--- src/rtl/s2p_frame_ctrl_pkg.sv ---
// Shared types and helpers for the frame-aligned serial-to-parallel controller.
package s2p_pkg;

    typedef enum logic [0:0] {S_IDLE, S_SHIFT} s2p_state_t;

    // A one-bit counter is still needed when the range collapses to 1.
    function automatic int clog2_min1(input int n);
        int r;
        r = $clog2(n);
        return (r < 1) ? 1 : r;
    endfunction

endpackage

--- src/rtl/s2p_frame_ctrl_if.sv ---
// Serial input side and word-wide valid/ready output side of the deserializer.
interface s2p_frame_ctrl_if
    import s2p_pkg::*;
#(
    parameter int W      = 4,
    parameter int NWORDS = 8
);
    localparam int FW = clog2_min1(NWORDS);

    logic          sin;
    logic          sin_vld;
    logic          sof;
    logic [W-1:0]  pout;
    logic          pout_vld;
    logic          pout_rdy;
    logic [FW-1:0] word_idx;
    logic          eof;

    // Producer/consumer side (bench or upstream receiver + downstream sink).
    modport master (
        output sin, sin_vld, sof, pout_rdy,
        input  pout, pout_vld, word_idx, eof
    );

    // Deserializer side.
    modport slave (
        input  sin, sin_vld, sof, pout_rdy,
        output pout, pout_vld, word_idx, eof
    );
endinterface

--- src/rtl/s2p_frame_ctrl_shreg.sv ---
// W-bit shift register; clr together with shift_en loads the incoming bit
// into an otherwise cleared register (frame restart).
module s2p_shreg #(
    parameter int W = 4
) (
    input  logic         clk,
    input  logic         rst_n,
    input  logic         shift_en,
    input  logic         clr,
    input  logic         sin,
    output logic [W-1:0] nxt_word,
    output logic [W-1:0] sreg
);
    logic [W-1:0] sreg_q, sreg_d;

    assign nxt_word = {sreg_q[W-2:0], sin};
    assign sreg     = sreg_q;

    always_comb begin
        sreg_d = sreg_q;
        if (clr && shift_en)
            sreg_d = {{(W-1){1'b0}}, sin};
        else if (clr)
            sreg_d = '0;
        else if (shift_en)
            sreg_d = nxt_word;
    end

    always_ff @(posedge clk or negedge rst_n) begin
        if (!rst_n)
            sreg_q <= '0;
        else
            sreg_q <= sreg_d;
    end
endmodule

--- src/rtl/s2p_frame_ctrl.sv ---
// Frame-aligned deserializer controller: bit/word counting, output word
// register with valid/ready, sticky overflow and framing-error flags.
module s2p_frame_ctrl
    import s2p_pkg::*;
#(
    parameter int W      = 4,
    parameter int NWORDS = 8
) (
    input  logic                   clk,
    input  logic                   rst_n,
    input  logic                   en,
    input  logic                   clr_err,
    s2p_frame_ctrl_if.slave        bus,
    output logic                   busy,
    output logic                   overflow,
    output logic                   frame_err
);
    localparam int CW = clog2_min1(W);
    localparam int FW = clog2_min1(NWORDS);

    localparam logic [CW-1:0] BIT_LAST  = CW'(W - 1);
    localparam logic [FW-1:0] WORD_LAST = FW'(NWORDS - 1);

    s2p_state_t    state_q, state_d;
    logic [CW-1:0] bcnt_q, bcnt_d;
    logic [FW-1:0] wcnt_q, wcnt_d;
    logic [W-1:0]  pout_q, pout_d;
    logic          pvld_q, pvld_d;
    logic [FW-1:0] idx_q, idx_d;
    logic          eof_q, eof_d;
    logic          ovf_q, ovf_d;
    logic          ferr_q, ferr_d;

    logic          sh_en, sh_clr;
    logic          ovf_set, ferr_set;
    logic          out_free;
    logic [W-1:0]  nxt_word;
    logic [W-1:0]  sreg_unused;

    s2p_shreg #(.W(W)) u_shreg (
        .clk      (clk),
        .rst_n    (rst_n),
        .shift_en (sh_en),
        .clr      (sh_clr),
        .sin      (bus.sin),
        .nxt_word (nxt_word),
        .sreg     (sreg_unused)
    );

    // The register is free if empty or being drained on this very edge.
    assign out_free = !pvld_q || bus.pout_rdy;

    always_comb begin
        state_d  = state_q;
        bcnt_d   = bcnt_q;
        wcnt_d   = wcnt_q;
        pout_d   = pout_q;
        pvld_d   = pvld_q;
        idx_d    = idx_q;
        eof_d    = eof_q;
        sh_en    = 1'b0;
        sh_clr   = 1'b0;
        ovf_set  = 1'b0;
        ferr_set = 1'b0;

        if (pvld_q && bus.pout_rdy)
            pvld_d = 1'b0;

        if (!en) begin
            state_d = S_IDLE;
            bcnt_d  = '0;
            wcnt_d  = '0;
            sh_clr  = 1'b1;
        end else if (bus.sin_vld) begin
            case (state_q)
                S_IDLE: begin
                    if (bus.sof) begin
                        state_d = S_SHIFT;
                        sh_clr  = 1'b1;
                        sh_en   = 1'b1;
                        bcnt_d  = CW'(1);
                        wcnt_d  = '0;
                    end
                end
                S_SHIFT: begin
                    if (bus.sof) begin
                        // Mid-frame sof: drop the partial word, restart here.
                        ferr_set = 1'b1;
                        sh_clr   = 1'b1;
                        sh_en    = 1'b1;
                        bcnt_d   = CW'(1);
                        wcnt_d   = '0;
                    end else if (bcnt_q == BIT_LAST) begin
                        sh_en  = 1'b1;
                        bcnt_d = '0;
                        if (out_free) begin
                            pout_d = nxt_word;
                            idx_d  = wcnt_q;
                            eof_d  = (wcnt_q == WORD_LAST);
                            pvld_d = 1'b1;
                        end else begin
                            ovf_set = 1'b1;
                        end
                        if (wcnt_q == WORD_LAST) begin
                            state_d = S_IDLE;
                            wcnt_d  = '0;
                            sh_en   = 1'b0;
                            sh_clr  = 1'b1;
                        end else begin
                            wcnt_d = FW'(wcnt_q + 1'b1);
                        end
                    end else begin
                        sh_en  = 1'b1;
                        bcnt_d = CW'(bcnt_q + 1'b1);
                    end
                end
                default: state_d = S_IDLE;
            endcase
        end

        // Clear wins over a same-cycle set; that set event is lost.
        ovf_d  = clr_err ? 1'b0 : (ovf_q  | ovf_set);
        ferr_d = clr_err ? 1'b0 : (ferr_q | ferr_set);
    end

    always_ff @(posedge clk or negedge rst_n) begin
        if (!rst_n) begin
            state_q <= S_IDLE;
            bcnt_q  <= '0;
            wcnt_q  <= '0;
            pout_q  <= '0;
            pvld_q  <= 1'b0;
            idx_q   <= '0;
            eof_q   <= 1'b0;
            ovf_q   <= 1'b0;
            ferr_q  <= 1'b0;
        end else begin
            state_q <= state_d;
            bcnt_q  <= bcnt_d;
            wcnt_q  <= wcnt_d;
            pout_q  <= pout_d;
            pvld_q  <= pvld_d;
            idx_q   <= idx_d;
            eof_q   <= eof_d;
            ovf_q   <= ovf_d;
            ferr_q  <= ferr_d;
        end
    end

    assign bus.pout     = pout_q;
    assign bus.pout_vld = pvld_q;
    assign bus.word_idx = idx_q;
    assign bus.eof      = eof_q;
    assign busy         = (state_q == S_SHIFT);
    assign overflow     = ovf_q;
    assign frame_err    = ferr_q;
endmodule

--- src/flat_wrapper.sv ---
// flat-port wrapper written by rule: the top's interface ports become plain ports
module s2p_frame_ctrl_flat import s2p_pkg::*;
#(
    parameter int W      = 4,
    parameter int NWORDS = 8
)
  (clk, rst_n, en, clr_err, busy, overflow, frame_err, bus_sin, bus_sin_vld, bus_sof, bus_pout_rdy, bus_pout, bus_pout_vld, bus_word_idx, bus_eof);
  s2p_frame_ctrl_if #(.W(W), .NWORDS(NWORDS)) bus_i ();
  input  logic clk;
  input  logic rst_n;
  input  logic en;
  input  logic clr_err;
  output logic busy;
  output logic overflow;
  output logic frame_err;
  input wire logic [$bits(bus_i.sin)-1:0] bus_sin;
  input wire logic [$bits(bus_i.sin_vld)-1:0] bus_sin_vld;
  input wire logic [$bits(bus_i.sof)-1:0] bus_sof;
  input wire logic [$bits(bus_i.pout_rdy)-1:0] bus_pout_rdy;
  output wire logic [$bits(bus_i.pout)-1:0] bus_pout;
  output wire logic [$bits(bus_i.pout_vld)-1:0] bus_pout_vld;
  output wire logic [$bits(bus_i.word_idx)-1:0] bus_word_idx;
  output wire logic [$bits(bus_i.eof)-1:0] bus_eof;
  assign bus_i.sin = bus_sin;
  assign bus_i.sin_vld = bus_sin_vld;
  assign bus_i.sof = bus_sof;
  assign bus_i.pout_rdy = bus_pout_rdy;
  assign bus_pout = bus_i.pout;
  assign bus_pout_vld = bus_i.pout_vld;
  assign bus_word_idx = bus_i.word_idx;
  assign bus_eof = bus_i.eof;
  s2p_frame_ctrl #(.W(W), .NWORDS(NWORDS)) u_core (.clk(clk), .rst_n(rst_n), .en(en), .clr_err(clr_err), .bus(bus_i), .busy(busy), .overflow(overflow), .frame_err(frame_err));
endmodule
--- config.mk ---
export PLATFORM = sky130hd
export DESIGN_NAME = s2p_frame_ctrl_flat
export DESIGN_NICKNAME = d
export VERILOG_FILES = /design/src/rtl/s2p_frame_ctrl_pkg.sv /design/src/rtl/s2p_frame_ctrl_if.sv /design/src/rtl/s2p_frame_ctrl_shreg.sv /design/src/rtl/s2p_frame_ctrl.sv /design/src/flat_wrapper.sv
export SDC_FILE = /design/constraint.sdc
export NUM_CORES = 1
export LEC_CHECK = 0
export ABC_CLOCK_PERIOD_IN_PS = 1700
export BUFFER_PORTS_ARGS = -buffer_cell sky130_fd_sc_hd__clkbuf_2
export CELL_PAD_IN_SITES_DETAIL_PLACEMENT = 0
export CELL_PAD_IN_SITES_GLOBAL_PLACEMENT = 2
export CORE_MARGIN = 1.5
export CORE_UTILIZATION = 25
export DETAILED_ROUTE_END_ITERATION = 8
export PLACE_DENSITY_LB_ADDON = 0.1
export SLEW_MARGIN = 30
export SYNTH_ARGS = -nofsm -noshare
export SYNTH_HDL_FRONTEND = slang
export SYNTH_SLANG_ARGS = --single-unit
--- constraint.sdc ---
create_clock -name clk -period 1.7 [get_ports clk]
set_input_delay 0.17 -clock clk [delete_from_list [all_inputs] [get_ports clk]]
set_output_delay 0.17 -clock clk [all_outputs]
set_load 0.02 [all_outputs]
==> Word-level counts from Yosys, hierarchy flattened <==
Cells that the tools add are included.
{ "op_classes": {"add_sub_neg": 2, "eq_ne": 5, "n_mux": 49, "bitwise": 4, "reduce_logical": 8} }
{ "op_table": {"columns": ["cell", "count"], "rows": [
  ["1-bit two-way mux", 31],
  ["3-bit two-way mux", 9],
  ["2-bit two-way mux", 5],
  ["3-bit case mux with 2 select lines", 1],
  ["6-bit AND reduction", 1],
  ["4-bit != test (second input constant)", 1],
  ["1-bit case mux with 2 select lines", 2],
  ["2-bit case mux with 2 select lines", 1],
  ["3-bit by 1-bit adder with 3-bit output (second input constant)", 1],
  ["3-bit equality test (second input constant)", 1],
  ["3-bit != test (second input constant)", 1],
  ["3-bit AND reduction", 1],
  ["3-bit nonzero test", 1],
  ["2-bit by 1-bit adder with 2-bit output (second input constant)", 1],
  ["2-bit equality test (second input constant)", 1],
  ["1-bit logical AND", 2],
  ["2-bit by 1-bit != test with 1-bit output (second input constant)", 1],
  ["1-bit NOT", 2],
  ["1-bit bitwise OR", 2],
  ["2-bit AND reduction", 1],
  ["1-bit logical NOT", 1],
  ["1-bit logical OR", 1]
]} }
{ "word_totals": {"reg_bits": 20, "input_bits": 8, "output_inout_bits": 12, "word_cells": 78} }

==> Longest topological paths before layout <==
{ "logic_depth": {"word_depth": 10, "mapped_depth": 5, "ltp_nobuf": 5} }

==> By module <==
Synthesis repeated with hierarchy kept, for this count alone.
{ "unflattened": {"hier_cells": 88, "area_unflattened_um2": 1039.7} }
{ "modules_own_cells": {"columns": ["mod", "n_inst", "cells_each", "area_per_inst_um2", "seq_area_each_um2"], "rows": [
  ["s2p_frame_ctrl", 1, 71, 842.1, 425.4],
  ["s2p_shreg", 1, 17, 197.7, 100.1]
]} }

==> Worst setup path before layout <==
OpenSTA, ideal clock, no wires.
{ "synth_path": {"path_kind": "reg-to-reg", "startpoint": "register u_core.state_q (netlist: u_core.busy)", "endpoint": "register u_core.pout_q[0] (netlist: u_core.bus.pout[0])", "setup_time_ps": 125, "arrival_time_ps": 1426, "required_time_ps": 1575, "path_slack_ps": 149, "stages_incl_launch_ff": 5, "n_path_buf": 1, "synth_period_minus_slack_ps": 1551, "cell_sequence": "dfrtp_1 and3b_4 and4b_1 buf_6 mux2_2"} }
{ "synth_via": {"elab_chain_cells": 1} }
{ "synth_rtl": {"columns": ["item", "line", "source"], "rows": [
  ["start, declared", "s2p_frame_ctrl.sv:24", "s2p_state_t state_q, state_d;"],
  ["start signal, assigned", "s2p_frame_ctrl.sv:138", "state_q <= state_d;"],
  ["6-bit AND reduction (no line)", null, null],
  ["end signal, assigned", "s2p_frame_ctrl.sv:141", "pout_q <= pout_d;"],
  ["end, declared", "s2p_frame_ctrl.sv:27", "logic [W-1:0] pout_q, pout_d;"]
]} }
No other way between the ends.
A chain may end at the register's enable or synchronous reset.

==> Worst setup path in the final report <==
{ "layout_path": {"startpoint": "register u_core.bcnt_q[0]", "endpoint": "register u_core.pout_q[3] (netlist: u_core.bus.pout[3])"} }
{ "layout_via": {"elab_chain_cells": 2} }
{ "layout_rtl": {"columns": ["item", "line", "source"], "rows": [
  ["start, declared", "s2p_frame_ctrl.sv:25", "logic [CW-1:0] bcnt_q, bcnt_d;"],
  ["start signal, assigned", "s2p_frame_ctrl.sv:139", "bcnt_q <= bcnt_d;"],
  ["2-bit equality test", "s2p_frame_ctrl.sv:93", "end else if (bcnt_q == BIT_LAST) begin"],
  ["6-bit AND reduction (no line)", null, null]
]} }
No other way between the ends.

==> metrics <==
status finished, final reports clean; initial core utilization 0.269; Async SR Flop Fraction 1.00; CTS tree built; #FFs+latches synth 20; multi-input logic area just over 400 um^2; post-synthesis sequential area ratio 0.541; CTS Buffer Depth 2; WL/cell around 13 um; CTS buffer count 3; Arr. time, crit path around 1.7 ns; PwrDens 788 nW/um^2; RSZ-0062 raised after global routing false; Setup crit start kind flip-flop; CP bufs+invs 0; Post-Syn Nets 86; Leak ~0.59 nW; top-area cell type share of the netlist area 0.541; Worst-path clk slew 0.07 ns; DRC violations left 0; H-tree levels 1; Post-Synthesis Cells 74; Fillers 351; Via Count 661; die outline width 63.9 um; DP HPWL 1.42 mm; sequential cell area 500 um^2; critical-path cell list ha_1 -> and4b_1 -> mux2_2; Required @ worst endpoint 1.84 ns; Inst Count DP 141; Nets 113; global-route wire length before repair 3.30 mm; top cells by count, synth dfrtp_1 (20), mux2_2 (11), o21ai_0 (7); total setup buffers inserted after CTS 0; worst-path fanout max 8; path type of the worst setup path reg2reg; initial drt markers 14; Syn Std Cell Area 926 um^2; max_cap viols 0; share of layout cells above drive strength 1 0.410; Antenna Cells 0; GP Congestion 0.651; total power a little over 0.9 mW; number of global-route vias before repair 673; Syn Area/Cell 12.5 um^2; vias per inst 4.53; CP max stage cell and4b_1; clk sinks 20; post-route insts no fill 146; Port-buffer cells 19; gr usage total 0.107; Core Region ~3400 um^2; worst skew pair latency roughly 0.26 ns; Layout Skew 0.00518 ns; Util after Layout 0.338; I/O pin count 20; Tmin final 1.57 ns; Synth area leader dfrtp_1; Peak VDD IR 0.275 mV; delay-heaviest family, CP simple AND/OR/NAND/NOR gates; Pre-antenna DRT Iters 4; Cell variety after synth 28; Max Fclk 636 MHz; Hold WS 0.0714 ns; Post-synth EDFFs 0; Hold WC Path Type in2reg; initial antenna violation count 0; Setup violations, final 0; Final ANT Viol Nets 0; Die ar. 4080 um^2; Slowest Stage Delay on Critical Path between 0.4 and 0.5 ns; Max Slew Vio Count 0; CTS root buf clkbuf_8; Worst-Margin Slew 0.497 ns; Hold Vio Cnt, Final 0; Area Overhead vs Synth 25.5%; top post-synthesis cells by area dfrtp_1 (54%), mux2_2 (13%), ha_1 (5.4%), o21ai_0 (3.8%), a41oi_1 (1.9%); Tcrit/Tclk final 0.925; gr ovfl total 0; Post-Route WL 1.95 mm; Site Rows 21; Fin Setup TNS 0 ns; YS warnings 0; most common cell in the netlist dfrtp_1; Slew headroom 0.669; Synth Flop Type dfrtp_1; largest net degree at the start of global routing 21; Die Y 63.9 um; CP Capture Type flip-flop
## worst reg2reg max path: cells and delay by family, from the launching register on
kind	cells	cell delay (ns)
adders and majority gates	1	0.19
and+or+nand+nor	1	0.48
DFF	1	0.40
muxes	1	0.39
## cell usage in the layout, fill, tap and decap left out
cell / count
nor2b_1: 2
and4b_1: 1
nor3_1: 1
o211ai_1: 1
nor3b_1: 1
mux2_2: 11
nand3_1: 3
and3b_4: 1
a22oi_1: 1
a31o_2: 1
mux2i_1: 1
o21ai_0: 7
a31oi_1: 1
clkbuf_2: 19
nor4b_1: 1
nor2_1: 2
inv_1: 1
o22ai_1: 1
and2_1: 1
a41oi_1: 2
dlygate4sd3_1: 1
nand2_1: 1
and3b_1: 1
o211a_1: 1
clkbuf_8: 4
buf_4: 5
nand3b_1: 1
dfrtp_1: 20
a21oi_1: 3
ha_1: 4
## repair_timing
| item | 4_1_cts | 5_1_grt |
|---|---|---|
| gates resized for setup | 0 | 0 |
| hold buffers | 1 | 0 |
| endpoints found under the setup margin | 0 | 0 |
| hold endpoints to repair | 20 | 0 |
## kinds of logic after synthesis
group | share of synthesized area
AO/OA/AOI/OAI | 0.123
buffers and inverters | 0.0243
multiplexers | 0.145
adder cells (fa/ha/maj) | 0.0541
AND/OR/NAND/NOR | 0.114
flip-flops | 0.541
## flip-flops by register name, summed over array words and instances (netlist names)
signal / count
u_core.u_shreg.sreg: 3
u_core.bus.pout: 4
u_core.overflow: 1
u_core.bus.eof: 1
u_core.bus.pout_vld: 1
u_core.bcnt_q: 2
u_core.busy: 1
u_core.frame_err: 1
u_core.bus.word_idx: 3
u_core.wcnt_q: 3
## final cells by class
| cell class | instances | area share |
|---|---|---|
| Clock buffer | 4 | 0.0474 |
| Inverter | 1 | 0.00323 |
| Multi-Input combinational cell | 50 | 0.347 |
| Sequential cell | 20 | 0.431 |
| Tap cell | 46 | 0.0495 |
| Timing Repair Buffer | 25 | 0.123 |
## metal layers
layer,wire (um),up-vias,track usage
li1,-,331,-
met1,948,308,0.141
met2,893,20,0.165
met3,95,2,0.0423
met4,13,0,0.0245
met5,0,-,0
## final timing paths
kind,startpoint,to,slack [ns],cells after the start
hold / removal,clr_err,u_core.overflow,0.07,2
setup / recovery,u_core.bcnt_q[0],u_core.bus.pout[3],0.13,3
hold reg to reg,u_core.overflow,u_core.overflow,0.51,2
max in group asynchronous,rst_n,u_core.bus.pout[1],0.96,2
min in group asynchronous,rst_n,u_core.busy,0.41,2
setup reg to reg,u_core.bcnt_q[0],u_core.bus.pout[3],0.13,3
## stage by stage
stage	setup WS, ns	area (um^2)
after global routing	0.0337	1160
final	0.128	1160
after floorplan	0.149	926
after global placement	0.126	1100
after CTS	0.0922	1160
after detailed placement	0.115	1100
## report_power, final
| group | internal [mW] | switching (mW) | leakage [nW] |
|---|---|---|---|
| Sequential | 0.482 | 0.00566 | 0.277 |
| Combinational | 0.0293 | 0.0419 | 0.289 |
| Clock | 0.206 | 0.151 | 0.0288 |
No activity file was read; power rests on OpenSTA's default activity.
